<file path="config.mk">
export PLATFORM = sky130hd
export DESIGN_NAME = song_sequencer
export DESIGN_NICKNAME = d
export VERILOG_FILES = /design/src/rtl/song_sequencer_pkg.sv /design/src/rtl/song_sequencer_song_rom.sv /design/src/rtl/song_sequencer.sv
export SDC_FILE = /design/constraint.sdc
export NUM_CORES = 1
export LEC_CHECK = 0
export ABC_CLOCK_PERIOD_IN_PS = 7900
export CAP_MARGIN = 20
export CORE_MARGIN = 2
export CORE_UTILIZATION = 55
export DETAILED_ROUTE_END_ITERATION = 8
export PLACE_DENSITY = 0.73
export SKIP_CTS_REPAIR_TIMING = 1
export SLEW_MARGIN = 0
export SYNTH_ARGS = -nofsm -noshare
export SYNTH_HDL_FRONTEND = slang
export SYNTH_SLANG_ARGS = --single-unit
</file>
<file path="constraint.sdc">
create_clock -name i_clk -period 7.9 [get_ports i_clk]
set_input_delay 0.79 -clock i_clk [delete_from_list [all_inputs] [get_ports i_clk]]
set_output_delay 0.79 -clock i_clk [all_outputs]
set_load 0.005 [all_outputs]
</file>
<file path="src/rtl/song_sequencer_pkg.sv">
// ---------------------------------------------------------------------------
// song_sequencer_pkg
// Shared constants for the song sequencer: the default beat length, the
// note-length codes, the note codes, the FSM state encodings and the layout
// of one song ROM word {note, len, led, last}.
// No ports; imported by song_rom and song_sequencer.
// ---------------------------------------------------------------------------
`ifndef CLK_FREQ
`define CLK_FREQ 50000000
`endif

package song_sequencer_pkg;

    // Clock cycles per beat at tempo x1 unless the instance overrides it.
    localparam int unsigned CLK_FREQ_DEFAULT = `CLK_FREQ;

    localparam int NOTE_ROM_W = 5;
    localparam int LEN_W      = 2;
    localparam int LED_W      = 8;

    // Length codes: the entry lasts beat >> len cycles.
    localparam logic [LEN_W-1:0] LEN_WHOLE   = 2'd0;
    localparam logic [LEN_W-1:0] LEN_HALF    = 2'd1;
    localparam logic [LEN_W-1:0] LEN_QUARTER = 2'd2;
    localparam logic [LEN_W-1:0] LEN_EIGHTH  = 2'd3;

    // Note codes understood by the buzzer driver; code 0 is silence.
    localparam logic [NOTE_ROM_W-1:0] NOTE_REST = 5'd0;
    localparam logic [NOTE_ROM_W-1:0] NOTE_C4   = 5'd1;
    localparam logic [NOTE_ROM_W-1:0] NOTE_CS4  = 5'd2;
    localparam logic [NOTE_ROM_W-1:0] NOTE_D4   = 5'd3;
    localparam logic [NOTE_ROM_W-1:0] NOTE_DS4  = 5'd4;
    localparam logic [NOTE_ROM_W-1:0] NOTE_E4   = 5'd5;
    localparam logic [NOTE_ROM_W-1:0] NOTE_F4   = 5'd6;
    localparam logic [NOTE_ROM_W-1:0] NOTE_FS4  = 5'd7;
    localparam logic [NOTE_ROM_W-1:0] NOTE_G4   = 5'd8;
    localparam logic [NOTE_ROM_W-1:0] NOTE_GS4  = 5'd9;
    localparam logic [NOTE_ROM_W-1:0] NOTE_A4   = 5'd10;
    localparam logic [NOTE_ROM_W-1:0] NOTE_AS4  = 5'd11;
    localparam logic [NOTE_ROM_W-1:0] NOTE_B4   = 5'd12;
    localparam logic [NOTE_ROM_W-1:0] NOTE_C5   = 5'd13;

    // Sequencer FSM state encodings.
    localparam logic [2:0] ST_IDLE  = 3'd0;
    localparam logic [2:0] ST_FETCH = 3'd1;
    localparam logic [2:0] ST_PLAY  = 3'd2;
    localparam logic [2:0] ST_GAP   = 3'd3;
    localparam logic [2:0] ST_DONE  = 3'd4;

    // One song table entry as stored in the ROM.
    typedef struct packed {
        logic [NOTE_ROM_W-1:0] note;
        logic [LEN_W-1:0]      len;
        logic [LED_W-1:0]      led;
        logic                  last;
    } rom_word_t;

    // What any address outside a song's table reads back as.
    localparam rom_word_t ROM_UNUSED = '{note: NOTE_REST, len: LEN_WHOLE,
                                         led: 8'h00, last: 1'b1};

    function automatic rom_word_t mk_word(input logic [NOTE_ROM_W-1:0] note,
                                          input logic [LEN_W-1:0]      len,
                                          input logic [LED_W-1:0]      led,
                                          input logic                  last);
        rom_word_t w;
        w.note = note;
        w.len  = len;
        w.led  = led;
        w.last = last;
        return w;
    endfunction

    // Entry duration in cycles. A zero result (very fast tempo with a
    // short length) is stretched to one cycle so the sequencer never stalls.
    function automatic logic [31:0] entry_dur(input logic [31:0]      clkFreq,
                                              input logic [1:0]       tempo,
                                              input logic [LEN_W-1:0] len);
        logic [31:0] dur;
        dur = (clkFreq >> tempo) >> len;
        if (dur == 32'd0) begin
            dur = 32'd1;
        end
        return dur;
    endfunction

endpackage

</file>
<file path="src/rtl/song_sequencer_song_rom.sv">
// ---------------------------------------------------------------------------
// song_rom
// Holds every song table. One registered read port: the word for
// {i_song, i_addr} appears on o_word one clock after the address.
// Ports:
//   i_clk   - clock
//   i_song  - song number
//   i_addr  - entry index within the song
//   o_word  - registered ROM word {note, len, led, last}
// Song 0: three-entry tune with a rest in the middle.
// Song 1: four eighth notes.
// Song 2: fills the whole address space without a last flag.
// Song 3 and every unused address: rest with last set.
// ---------------------------------------------------------------------------
module song_rom
    import song_sequencer_pkg::*;
#(
    parameter int SONG_W = 2,
    parameter int ADDR_W = 6
) (
    input  logic              i_clk,
    input  logic [SONG_W-1:0] i_song,
    input  logic [ADDR_W-1:0] i_addr,
    output rom_word_t         o_word
);

    rom_word_t r_word;

    function automatic rom_word_t f_lookup(input int song, input int addr);
        rom_word_t w;
        w = ROM_UNUSED;
        case (song)
            0: begin
                case (addr)
                    0:       w = mk_word(NOTE_G4,   LEN_HALF,    8'h01, 1'b0);
                    1:       w = mk_word(NOTE_REST, LEN_QUARTER, 8'h02, 1'b0);
                    2:       w = mk_word(NOTE_B4,   LEN_QUARTER, 8'h04, 1'b1);
                    default: w = ROM_UNUSED;
                endcase
            end
            1: begin
                case (addr)
                    0:       w = mk_word(NOTE_D4,  LEN_EIGHTH, 8'h10, 1'b0);
                    1:       w = mk_word(NOTE_E4,  LEN_EIGHTH, 8'h20, 1'b0);
                    2:       w = mk_word(NOTE_FS4, LEN_EIGHTH, 8'h40, 1'b0);
                    3:       w = mk_word(NOTE_GS4, LEN_EIGHTH, 8'h80, 1'b1);
                    default: w = ROM_UNUSED;
                endcase
            end
            2: begin
                // A running scale that never flags its own end; only the top
                // address stops it.
                w = mk_word(NOTE_ROM_W'((addr % 15) + 1), LEN_EIGHTH,
                            LED_W'(addr), 1'b0);
            end
            default: w = ROM_UNUSED;
        endcase
        return w;
    endfunction

    // Synchronous read: models a block ROM with one cycle of latency.
    always_ff @(posedge i_clk) begin
        r_word <= f_lookup(int'(i_song), int'(i_addr));
    end

    assign o_word = r_word;

endmodule

</file>
<file path="src/rtl/song_sequencer.sv">
// ---------------------------------------------------------------------------
// song_sequencer
// Walks through a song table in song_rom and plays each entry as a sounding
// window followed by a short silent tail, with pause, looping, tempo
// selection and restart on song change.
// Ports:
//   i_clk       - clock
//   i_rst       - synchronous active-high reset
//   i_en        - auto-play enable; low forces IDLE
//   i_pause     - freeze playback and silence the output while high
//   i_song_sel  - song number; a change while enabled restarts at entry 0
//   i_loop      - 1 restarts the song at its end, 0 stops in DONE
//   i_tempo_sel - beat = CLK_FREQ >> i_tempo_sel, picked up per entry
//   o_note      - note code to the buzzer (0 = silent)
//   o_led       - key indicator of the current entry
//   o_note_idx  - current entry index
//   o_playing   - in FETCH/PLAY/GAP and not paused
//   o_done      - one-cycle pulse when a non-looping song ends
// ---------------------------------------------------------------------------
module song_sequencer
    import song_sequencer_pkg::*;
#(
    parameter int unsigned CLK_FREQ = CLK_FREQ_DEFAULT,
    parameter int          NOTE_W   = 5,
    parameter int          SONG_W   = 2,
    parameter int          ADDR_W   = 6,
    parameter int unsigned GAP_DIV  = 10
) (
    input  logic              i_clk,
    input  logic              i_rst,
    input  logic              i_en,
    input  logic              i_pause,
    input  logic [SONG_W-1:0] i_song_sel,
    input  logic              i_loop,
    input  logic [1:0]        i_tempo_sel,
    output logic [NOTE_W-1:0] o_note,
    output logic [7:0]        o_led,
    output logic [ADDR_W-1:0] o_note_idx,
    output logic              o_playing,
    output logic              o_done
);

    localparam int TIMER_W = $clog2(CLK_FREQ + 1);

    logic [2:0]         r_state;
    logic [TIMER_W-1:0] r_timer;
    logic [ADDR_W-1:0]  r_idx;
    logic [NOTE_W-1:0]  r_note;
    logic [7:0]         r_led;
    logic               r_playing;
    logic               r_done;
    logic [SONG_W-1:0]  r_last_song;
    logic [NOTE_W-1:0]  r_entry_note;
    logic               r_entry_last;
    logic [TIMER_W-1:0] r_dur_m1;
    logic [TIMER_W-1:0] r_play_end;

    logic [2:0]         w_next_state;
    logic [TIMER_W-1:0] w_next_timer;
    logic [ADDR_W-1:0]  w_next_idx;
    logic [NOTE_W-1:0]  w_next_note;
    logic               w_next_playing;
    logic               w_next_done;
    logic               w_latch;
    logic               w_clear_led;
    logic               w_song_change;
    logic               w_is_last;
    logic               w_note_end;
    rom_word_t          w_rom_word;

    // Last timer value of the whole entry (dur - 1).
    function automatic logic [TIMER_W-1:0] f_dur_m1(input logic [1:0]       tempo,
                                                     input logic [LEN_W-1:0] len);
        logic [31:0] dur;
        dur = entry_dur(CLK_FREQ, tempo, len);
        return TIMER_W'(dur - 32'd1);
    endfunction

    // Last timer value of the sounding window. The silent tail is clamped
    // so at least one cycle always sounds, even with GAP_DIV of 1.
    function automatic logic [TIMER_W-1:0] f_play_end(input logic [1:0]       tempo,
                                                       input logic [LEN_W-1:0] len);
        logic [31:0] dur;
        logic [31:0] gap;
        dur = entry_dur(CLK_FREQ, tempo, len);
        gap = dur / 32'(GAP_DIV);
        if (gap >= dur) begin
            gap = dur - 32'd1;
        end
        return TIMER_W'(dur - gap - 32'd1);
    endfunction

    // The ROM is addressed with the index the FSM is about to hold, so the
    // word for a new entry is ready during its FETCH cycle.
    song_rom #(
        .SONG_W (SONG_W),
        .ADDR_W (ADDR_W)
    ) u_song_rom (
        .i_clk  (i_clk),
        .i_song (i_song_sel),
        .i_addr (w_next_idx),
        .o_word (w_rom_word)
    );

    assign w_song_change = i_en && (i_song_sel != r_last_song);
    // The top address ends the song even without its last flag, so the
    // index can never wrap back to 0 on its own.
    assign w_is_last     = r_entry_last || (r_idx == '1);
    // With no silent tail the entry ends straight out of PLAY.
    assign w_note_end    = (r_timer == r_dur_m1) &&
                           (r_state == ST_GAP ||
                            (r_state == ST_PLAY && r_play_end == r_dur_m1));

    // Next-state logic. Priority: enable low, then song change, then pause,
    // then ordinary sequencing.
    always_comb begin
        w_next_state = r_state;
        w_next_timer = r_timer;
        w_next_idx   = r_idx;
        w_next_done  = 1'b0;
        w_latch      = 1'b0;
        w_clear_led  = 1'b0;

        if (!i_en) begin
            w_next_state = ST_IDLE;
            w_next_timer = '0;
            w_next_idx   = '0;
            w_clear_led  = 1'b1;
        end else if (w_song_change) begin
            w_next_state = ST_FETCH;
            w_next_timer = '0;
            w_next_idx   = '0;
        end else if (i_pause) begin
            w_next_state = r_state;
        end else begin
            case (r_state)
                ST_IDLE: begin
                    w_next_state = ST_FETCH;
                    w_next_timer = '0;
                    w_next_idx   = '0;
                end
                ST_FETCH: begin
                    w_next_state = ST_PLAY;
                    w_next_timer = '0;
                    w_latch      = 1'b1;
                end
                ST_PLAY, ST_GAP: begin
                    if (w_note_end) begin
                        w_next_timer = '0;
                        if (!w_is_last) begin
                            w_next_state = ST_FETCH;
                            w_next_idx   = r_idx + ADDR_W'(1);
                        end else if (i_loop) begin
                            w_next_state = ST_FETCH;
                            w_next_idx   = '0;
                        end else begin
                            w_next_state = ST_DONE;
                            w_next_done  = 1'b1;
                        end
                    end else begin
                        w_next_timer = r_timer + TIMER_W'(1);
                        if (r_state == ST_PLAY && r_timer == r_play_end) begin
                            w_next_state = ST_GAP;
                        end
                    end
                end
                ST_DONE: begin
                    w_next_state = ST_DONE;
                end
                default: begin
                    w_next_state = ST_IDLE;
                    w_next_timer = '0;
                    w_next_idx   = '0;
                end
            endcase
        end
    end

    // Output values for the next cycle. The note comes straight from the
    // ROM on the FETCH exit because the entry register is loaded at the
    // same edge.
    always_comb begin
        w_next_note    = '0;
        w_next_playing = 1'b0;
        if (w_next_state == ST_PLAY && !i_pause) begin
            w_next_note = w_latch ? NOTE_W'(w_rom_word.note) : r_entry_note;
        end
        if ((w_next_state == ST_FETCH || w_next_state == ST_PLAY ||
             w_next_state == ST_GAP) && !i_pause) begin
            w_next_playing = 1'b1;
        end
    end

    // FSM, counters and output registers. The song select is sampled every
    // cycle so a change is seen exactly once.
    always_ff @(posedge i_clk) begin
        if (i_rst) begin
            r_state     <= ST_IDLE;
            r_timer     <= '0;
            r_idx       <= '0;
            r_note      <= '0;
            r_playing   <= 1'b0;
            r_done      <= 1'b0;
            r_last_song <= i_song_sel;
        end else begin
            r_state     <= w_next_state;
            r_timer     <= w_next_timer;
            r_idx       <= w_next_idx;
            r_note      <= w_next_note;
            r_playing   <= w_next_playing;
            r_done      <= w_next_done;
            r_last_song <= i_song_sel;
        end
    end

    // Per-entry registers: loaded only on the FETCH exit, so the LED and
    // the entry's timing (including its tempo) stay fixed for the entry.
    always_ff @(posedge i_clk) begin
        if (i_rst) begin
            r_entry_note <= '0;
            r_entry_last <= 1'b0;
            r_led        <= '0;
            r_dur_m1     <= '0;
            r_play_end   <= '0;
        end else if (w_latch) begin
            r_entry_note <= NOTE_W'(w_rom_word.note);
            r_entry_last <= w_rom_word.last;
            r_led        <= w_rom_word.led;
            r_dur_m1     <= f_dur_m1(i_tempo_sel, w_rom_word.len);
            r_play_end   <= f_play_end(i_tempo_sel, w_rom_word.len);
        end else if (w_clear_led) begin
            r_led <= '0;
        end
    end

    assign o_note     = r_note;
    assign o_led      = r_led;
    assign o_note_idx = r_idx;
    assign o_playing  = r_playing;
    assign o_done     = r_done;

endmodule
</file>
After elaboration in Yosys (flattened, before gate mapping)
Index checks and enable logic that the tools add are counted.
Word-level totals
  memories: 0
  latch bits: 0
  memory bits (writable): 0
  input bits: 9
  ROM bits: 0
  output and inout port bits: 21
  flip-flop bits (word level): 126
Cells by class
  bitwise gates (word level): 7
  multiplexer cells: 35
  divide/modulo/power cells: 2
  reduce and logical (&&, ||, !) cells: 21
  multiply operators: 0
  shift-type cells: 2
  equal/unequal tests: 18
  $add $sub $neg: 6
  magnitude comparators: 1
Operators with widths (number)
  2-to-1 mux 26 bit: 4
  2-to-1 mux 32 bit: 3
  == test 26 bit: 3
  case mux 15 bit (4 select lines): 1
  case mux 26 bit (2 select lines): 1
  subtractor 26 x 1 -> 26 bit (second input constant): 2
  case mux 16 bit (3 select lines): 1
  case mux 15 bit (3 select lines): 1
  2-to-1 mux 6 bit: 6
  divider 32 x 4 -> 32 bit (second input constant): 1
  >= comparator 32 bit: 1
  logical NOT 32 bit: 1
  modulo 7 x 5 -> 32 bit (second input constant): 1
  right shift 26 x 2 -> 32 bit (first input constant): 1
  right shift 32 x 2 -> 32 bit: 1
  adder 26 x 1 -> 26 bit (second input constant): 1
  subtractor 26 bit: 1
  2-to-1 mux 3 bit: 7
  2-to-1 mux 8 bit: 2
  == test 3 x 2 -> 1 bit (second input constant): 4
  == test 6 x 2 -> 1 bit (second input constant): 2
  case mux 3 bit (4 select lines): 1
  case mux 6 bit (2 select lines): 1
  inverter 1 bit: 7
  22 further kinds: 38

Depth between registers and ports, before layout
Gate-level depths: netlist of the first run.
  depth after elaboration: 14
  depth in mapped cells: 37

Hierarchy
A second synthesis of the first run with hierarchy kept.
Unflattened totals
  cell total of the unflattened synthesis: 1091
  area total of the unflattened synthesis: 8634.5 um^2
By module, submodules not included
  song_sequencer: seq. area each 2202.1 um^2, cells each 941, times used 1, area an instance 7458.4 um^2
  song_rom: seq. area each 320.3 um^2, cells each 150, times used 1, area an instance 1176.1 um^2

Worst setup path after synthesis of the first run
OpenSTA, ideal clock, no wires.
  path kind: input port to flip-flop
  from: input port i_tempo_sel[0]
  to: register r_play_end[22]
  stages on the path: 36
  arrival: 6.988 ns
  path slack: 0.842 ns
  buffers on the path: 2
  cell sequence: clkbuf_1 xnor2_1 nor2_1 inv_1 nand2_1 nor2_1 inv_1 ha_1 a21o_1 a21o_1 a21o_1 a21oi_1 nor2b_1 o21ai_0 nand2b_1 a21oi_1 o31a_1 o21ai_0 a41oi_1 a211oi_1 clkbuf_1 mux2i_1 fa_1 a21o_1 a21oi_1 o21bai_1 a21oi_1 o21bai_1 a21oi_1 o211ai_1 a311oi_1 o21ai_0 a311oi_1 xnor2_1 nand2_1 a21oi_1
Between the ends
  word-level cells in the longest chain between the ends: 13
RTL lines
  start, declared: RTL line song_sequencer.sv:35  | input logic [1:0] i_tempo_sel,
  right shift 26 x 2 -> 32 bit (*): RTL line song_sequencer_pkg.sv:80  | dur = (clkFreq >> tempo) >> len;
  right shift 32 x 2 -> 32 bit (*): RTL line song_sequencer_pkg.sv:80
  logical NOT 32 bit: RTL line song_sequencer_pkg.sv:81  | if (dur == 32'd0) begin
  2-to-1 mux 32 bit (*) (3 in a row)
  divider 32 x 4 -> 32 bit: RTL line song_sequencer.sv:86  | gap = dur / 32'(GAP_DIV);
  >= comparator 32 bit: RTL line song_sequencer.sv:87  | if (gap >= dur) begin
  2-to-1 mux 26 bit: RTL line song_sequencer.sv:87
  2-to-1 mux 26 bit: RTL line song_sequencer.sv:225  | end else if (w_latch) begin
  2-to-1 mux 26 bit: RTL line song_sequencer.sv:219  | if (i_rst) begin
  subtractor 26 bit (*): RTL line song_sequencer.sv:90  | return TIMER_W'(dur - gap - 32'd1);
  subtractor 26 x 1 -> 26 bit (*): RTL line song_sequencer.sv:90
  end signal, assigned: RTL line song_sequencer.sv:230  | r_play_end <= f_play_end(i_tempo_sel, w_rom_word.len);
  end, declared: RTL line song_sequencer.sv:56  | logic [TIMER_W-1:0] r_play_end;
Every way passes the cells marked *; elsewhere a longest branch is shown, timed or not. The select of a mux whose other input is x is not followed.
A chain may end at the register's enable or synchronous reset.

Final worst setup path of the first run
  from: input port i_tempo_sel[0]
  to: register r_play_end[25]
The elaborated chain is that of the path after synthesis.

==> run_results.csv, run 1 <==
group,metric,value,unit
routing,drtIter0Drc,694,
power_and_ir_drop,netSwitchingPower,0.508,mW
sta,hold_viol,0,
power_and_ir_drop,power.internal,1.34,mW
logic_synthesis,synth_ff_type,"dfxtp_1",
global_route,overflow,0,
sta,rsz0062_at_grt,"no",
routing,vias,7937,
setup_path,cp_common_cell,"a21oi_1",
cells_and_area,seqCellArea,2520,µm²
logic_synthesis,yosysTopAreaCell,"dfxtp_1",
global_route,first_global_vias,7189,
cts,clock-root-buffer,"clkbuf_16",
floorplanning,core_area,15100,µm²
routing,wl_per_cell,17.7,µm
logic_synthesis,synth_commonest_cells,"148 x nor2_1, 126 x dfxtp_1, 118 x nand2_1",
run_status,status,"finished, final reports clean",
logic_synthesis,ys_warn_count,0,
sta,skew,0.00944,ns
sta,tightest_slew,0.965,ns
cells_and_area,drive_above_1_share,7.69,%
sta,setup_viol,0,
floorplanning,initial_core_util,56.1,%
logic_synthesis,syn_inst,1091,
logic_synthesis,netlist.area_leader.share,29.7,%
logic_synthesis,synthTopCellsByArea,"dfxtp_1 30%, ha_1 7.8%, xnor2_1 6.6%",
logic_synthesis,syn_area_per_cell,7.79,µm²
power_and_ir_drop,comb_power_share,19.5,%
setup_path,worst-r2r-setup-slack,1.30,ns
setup_path,path_class,"input port to register",
setup_path,cp_slowest_cell,"clkdlybuf4s50_1",
cts,cts_tree,"done",
routing,maxUsedRoutingLayer,"met4",
logic_synthesis,async_reset_ff_share,0,%
logic_synthesis,synth-seq-area-share,29.7,%
floorplanning,fp.dieArea,16500,µm²
setup_path,critPathMaxFanout,21,
sta,min_period,7.14,ns
place,dp_hpwl,17000,µm
routing,remaining_drc_errors,0,
power_and_ir_drop,p_leak,3.83,nW
routing,firstDrtPassIters,5,
cells_and_area,antenna_cells,0,
hold_path,hold_path_class,"register to register",
logic_synthesis,synth_area,8500,µm²
sta,finalSetupTns,0,ns
cts,clock_sinks,126,
place,io_buffers,29,
power_and_ir_drop,p_sw_share,27.5,%
cts,clockBufferDepth,2,
cts,numCtsBuffers,17,
global_route,antenna_found_initial,0,
cts,ctsHtreeMaxLevel,4,
routing,via_per_inst,6.07,
routing,routed_wirelength,23100,µm
setup_path,crit_path_max_incr_delay,0.61,ns
logic_synthesis,synth-seq-cells,126,
floorplanning,die_y,128,µm
global_route,grt_usage,28.5,%
cells_and_area,multi_input_area,5620,µm²
place,gp_congestion,0.955,
sta,relSlewSlack,35.3,%
power_and_ir_drop,power.clock.fraction,45.3,%
setup_path,worst_setup_path_start_kind,"input port",
cells_and_area,syn2layout_area_growth,13.3,%
logic_synthesis,ys_types,79,
global_route,grt_pass1_wl,37400,µm
routing,met3_length,1430,µm
power_and_ir_drop,ir_drop,0.158,mV
power_and_ir_drop,finalPower,1.85,mW
sta,fmax,140,MHz
sta,post-route-period-util,90.3,%
power_and_ir_drop,pwr-share-seq,35.2,%
cells_and_area,fillerInstances,1315,
global_route,grt_max_degree,69,
floorplanning,die_w,128,µm
cts,insertion_delay,0.41,ns
setup_path,worstSetupEndpointType,"register",
floorplanning,row_count,45,
routing,route.met2.wl,10200,µm
sta,drv_slew,0,
routing,antenna_left,0,
setup_path,critPathRequiredTime,8.24,ns
job,maxCapViolCount,0,
cells_and_area,finish.net_count,1169,
logic_synthesis,synth_most_common_cell,"nor2_1",
floorplanning,io_pins,30,
cts,path_clk_slew,0.06,ns
power_and_ir_drop,power_density,192,nW/µm²
logic_synthesis,synth_edf_count,0,
setup_path,crit_arrival,7.47,ns
routing,wl_met1,10900,µm
sta,holdWs,0.470,ns
## path summary, 6_finish.rpt
path	endpoint	start	cells after the start
max reg2reg	r_play_end[25]	u_song_rom.o_word[9]	29
min	r_entry_last	u_song_rom.o_word[0]	2
min reg2reg	r_entry_last	u_song_rom.o_word[0]	2
max	r_play_end[25]	i_tempo_sel[0]	30
## power by group through the flow
stage | clock (mW) | sequential (mW) | combinational [mW]
after floorplan | 0 | 0.661 | 0.261
after global placement | 0 | 0.664 | 0.345
after detailed placement | 0 | 0.664 | 0.347
after CTS | 0.844 | 0.651 | 0.349
after global routing | 0.872 | 0.651 | 0.401
final | 0.837 | 0.651 | 0.360
## cells by family after synthesis
| logic type | after synthesis | share of synthesized area (%) |
|---|---|---|
| AO/OA/AOI/OAI | 266 | 20.6 |
| XOR/XNOR | 102 | 10.5 |
| adder cells (fa/ha/maj) | 54 | 8.04 |
| buffers and inverters | 95 | 4.64 |
| flip-flops | 126 | 29.7 |
| multiplexers | 26 | 3.28 |
| other | 2 | 0.0883 |
| AND/OR/NAND/NOR | 420 | 23.1 |
## cells in the final DEF (no fill, tap or decap), types with 4 or more instances in the layout
| cell type | n |
|---|---|
| and3_1 | 19 |
| bufinv_16 | 4 |
| a211o_1 | 4 |
| nor4_2 | 4 |
| o31ai_1 | 7 |
| xor2_1 | 38 |
| nor3b_1 | 5 |
| clkdlybuf4s50_1 | 28 |
| a211oi_1 | 11 |
| nand2b_1 | 9 |
| xnor2_1 | 64 |
| o21ai_0 | 48 |
| buf_4 | 22 |
| a311oi_1 | 12 |
| mux2i_1 | 23 |
| o21a_1 | 4 |
| nand3_1 | 28 |
| nor2_1 | 148 |
| nand4_1 | 22 |
| nor2b_1 | 7 |
| a31oi_1 | 13 |
| a21oi_1 | 89 |
| o21bai_1 | 5 |
| ha_1 | 53 |
| nand3b_1 | 6 |
| or2_2 | 4 |
| nor4_1 | 11 |
| dfxtp_1 | 126 |
| and2_1 | 11 |
| nand2_1 | 118 |
| inv_1 | 36 |
| a22oi_1 | 10 |
| a21o_1 | 15 |
| nor3_1 | 17 |
| o211ai_1 | 9 |
| clkbuf_16 | 17 |
## routing by layer
layer	up-vias	global-route usage (%)
li1	3890	-
met1	3713	41.3
met2	292	43.4
met3	42	4.13
met4	0	9.70
met5	-	0
## critical path, delay by kind of cell
family	cells	cell delay (ns)
AO/OA/AOI/OAI	23	4.60
adder cells (fa/ha/maj)	2	0.62
buffers and inverters	3	1.12
multiplexers	1	0.23
AND/OR/NAND/NOR	1	0.11
## registers in the layout, summed over array words and instances, names as in the netlist
| name | cells |
|---|---|
| o_playing | 1 |
| r_dur_m1 | 26 |
| o_note_idx | 6 |
| o_note | 5 |
| r_last_song | 2 |
| r_state | 3 |
| u_song_rom.o_word | 16 |
| o_led | 8 |
| r_play_end | 26 |
| r_entry_note | 5 |
| o_done | 1 |
| r_timer | 26 |
| r_entry_last | 1 |
## per-stage QoR
step           std cells  setup slack (ns)  cell area (µm²)  utilization, %
2_1_floorplan       1092             0.842             8500               -
5_1_grt             1307            0.0255             9630            63.6
3_5_place_dp        1274            0.0697             8950            59.1
3_3_place_gp        1274             0.236             8950            59.1
4_1_cts             1306             0.491             9590            63.3
6_report            1307             0.763             9630            63.6
## layout make-up
class                           count  area share [%]
Multi-Input combinational cell    871            58.4
Clock inverter                     10            1.66
Inverter                           38            1.48
Sequential cell                   126            26.2
Timing Repair Buffer               52            4.96
Clock buffer                       22            4.92
Tap cell                          188            2.44
Power figures use the tool's default switching activity.
==> run 2: changes to the inputs <==
--- a/config.mk
+++ b/config.mk
@@ -16,3 +16,4 @@
 export SYNTH_ARGS = -nofsm -noshare
 export SYNTH_HDL_FRONTEND = slang
 export SYNTH_SLANG_ARGS = --single-unit
+export TNS_END_PERCENT = 30
==> results of run 2 <==
Same layout as run 1: the final DEF is identical, and so are final timing and power.
==> run 3: changes to the inputs <==
--- a/config.mk
+++ b/config.mk
@@ -6,7 +6,6 @@
 export NUM_CORES = 1
 export LEC_CHECK = 0
 export ABC_CLOCK_PERIOD_IN_PS = 7900
-export CAP_MARGIN = 20
 export CORE_MARGIN = 2
 export CORE_UTILIZATION = 55
 export DETAILED_ROUTE_END_ITERATION = 8
==> run 3 against run 2 <==
Against the previous run: largest cell class unchanged; total power is 0.11% lower; cell count is essentially flat; non-clock buffer count down 1; via count decreased by 0.28%; clock power barely moved; design area fell by 0.29%; register-to-register slack better by 0.02 ns; sequential power hardly changed; highest routed layer unchanged.
==> run_results.csv, run 3 (synthesis results as in run 1) <==
group,metric,value,unit
power_and_ir_drop,finalPower,1.85,mW
floorplanning,io_pins,30,
floorplanning,core_area,15100,µm²
cells_and_area,final_cell_mix,"148 x nor2_1, 126 x dfxtp_1, 118 x nand2_1, 89 x a21oi_1, 64 x xnor2_1",
floorplanning,initial_core_util,56.1,%
global_route,first_global_vias,7189,
hold_path,hold_path_class,"register to register",
sta,skew,0.0119,ns
floorplanning,die_y,128,µm
hold_path,hp-start,"u_song_rom.o_word[0]",
setup_path,path_class,"input port to register",
setup_path,r2r_cells,34,
setup_path,crit_arrival,7.45,ns
cells_and_area,largestRegisters,"r_dur_m1 (26), r_play_end (26), r_timer (26)",
routing,routed_wirelength,23100,µm
power_and_ir_drop,pwr-share-seq,35.3,%
sta,relSlewSlack,22.6,%
sta,drv_slew,0,
global_route,grt_usage,28.5,%
power_and_ir_drop,p_sw_share,27.5,%
place,dp_hpwl,17000,µm
cells_and_area,fillerInstances,1313,
power_and_ir_drop,power.clock.fraction,45.3,%
sta,setup_viol,0,
setup_path,cp_slowest_cell,"clkdlybuf4s50_1",
run_status,status,"finished, final reports clean",
cells_and_area,final_util,63.4,%
power_and_ir_drop,comb_power_share,19.4,%
sta,finalSetupTns,0,ns
routing,remaining_drc_errors,0,
sta,hold_viol,0,
cells_and_area,antenna_cells,0,
setup_path,rr_startpoint,"u_song_rom.o_word[9]",
setup_path,rr_endpoint,"r_play_end[22]",
setup_path,critPathMaxFanout,21,
power_and_ir_drop,power_density,192,nW/µm²
cts,clock_sinks,126,
routing,antenna_left,0,
global_route,grt_pass1_wl,37400,µm
sta,min_period,7.11,ns
power_and_ir_drop,ir_drop,0.157,mV
cts,cts_tree,"done",
cts,path_clk_slew,0.06,ns
global_route,grt_max_degree,69,
routing,drtIter0Drc,719,
cts,clock-root-buffer,"clkbuf_16",
cts,insertion_delay,0.42,ns
cells_and_area,syn2layout_area_growth,13.0,%
cells_and_area,stdcell_count,1306,
sta,fmax,141,MHz
power_and_ir_drop,p_leak,3.82,nW
routing,firstDrtPassIters,5,
cts,numCtsBuffers,17,
setup_path,critPathRequiredTime,8.24,ns
sta,post-route-period-util,90.0,%
floorplanning,fp.dieArea,16500,µm²
place,io_buffers,29,
sta,holdWs,0.467,ns
place,dpl.cell_count,1274,
cells_and_area,drive_above_1_share,7.60,%
setup_path,worst-r2r-setup-slack,1.32,ns
setup_path,worstSetupEndpointType,"register",
sta,rsz0062_at_grt,"no",
cts,ctsHtreeMaxLevel,4,
routing,vias,7915,
job,maxCapViolCount,0,
power_and_ir_drop,netSwitchingPower,0.507,mW
routing,wl_per_cell,17.7,µm
floorplanning,die_w,128,µm
cts,clockBufferDepth,2,
sta,tightest_slew,1.16,ns
place,gp_congestion,0.955,
setup_path,worst_setup_path_start_kind,"input port",
cells_and_area,finish.net_count,1168,
global_route,overflow,0,
hold_path,holdPathEnd,"r_entry_last",
global_route,antenna_found_initial,0,
hold_path,min_path_cells,2,
routing,via_per_inst,6.06,
floorplanning,row_count,45,
power_and_ir_drop,power.internal,1.34,mW
setup_path,crit_path_max_incr_delay,0.61,ns
cells_and_area,layout.cells.most_common,"nor2_1",
## run 3: metal layers
metal	global-route usage (%)	routed length [µm]
met1	41.3	11000
met2	43.4	10200
met3	4.13	1390
met4	9.70	534
met5	0	0
## run 3: worst max-delay path by stage
stage                                end  slack, ns      startpoint  cells past startpoint
after CTS                 r_play_end[22]       0.49  i_tempo_sel[0]                     35
after global routing      r_play_end[22]       0.03  i_tempo_sel[1]                     36
after global placement    r_play_end[22]       0.24  i_tempo_sel[1]                     36
final                     r_play_end[22]       0.79  i_tempo_sel[0]                     31
after detailed placement  r_play_end[22]       0.07  i_tempo_sel[0]                     35
after floorplan           r_play_end[22]       0.84  i_tempo_sel[0]                     36
## run 3: layout make-up
type	instances	area (µm²)	share of cell area, %
Inverter	38	143	1.48
Clock buffer	22	474	4.94
Sequential cell	126	2520	26.3
Multi-Input combinational cell	871	5620	58.5
Timing Repair Buffer	51	450	4.69
Tap cell	188	235	2.45
Clock inverter	10	160	1.67
## run 3: critical path, delay by kind of cell
family / cells / cell delay [ns]
AO/OA/AOI/OAI: 22 / 4.36
buffers and inverters: 3 / 1.13
adder cells (fa/ha/maj): 2 / 0.62
multiplexers: 1 / 0.23
AND/OR/NAND/NOR: 2 / 0.17
XOR/XNOR: 1 / 0.15
## run 3: through the flow
stage | setup slack [ns] | cell area, µm²
after floorplan | 0.842 | 8500
after global placement | 0.236 | 8950
after detailed placement | 0.0697 | 8950
after CTS | 0.491 | 9590
after global routing | 0.0255 | 9610
final | 0.787 | 9610
## run 3: power groups by stage
| stage | Clock [mW] | Combinational, mW | Sequential (mW) |
|---|---|---|---|
| after floorplan | 0 | 0.261 | 0.661 |
| after global placement | 0 | 0.345 | 0.664 |
| after detailed placement | 0 | 0.347 | 0.664 |
| after CTS | 0.844 | 0.349 | 0.651 |
| after global routing | 0.872 | 0.400 | 0.651 |
| final | 0.836 | 0.358 | 0.651 |
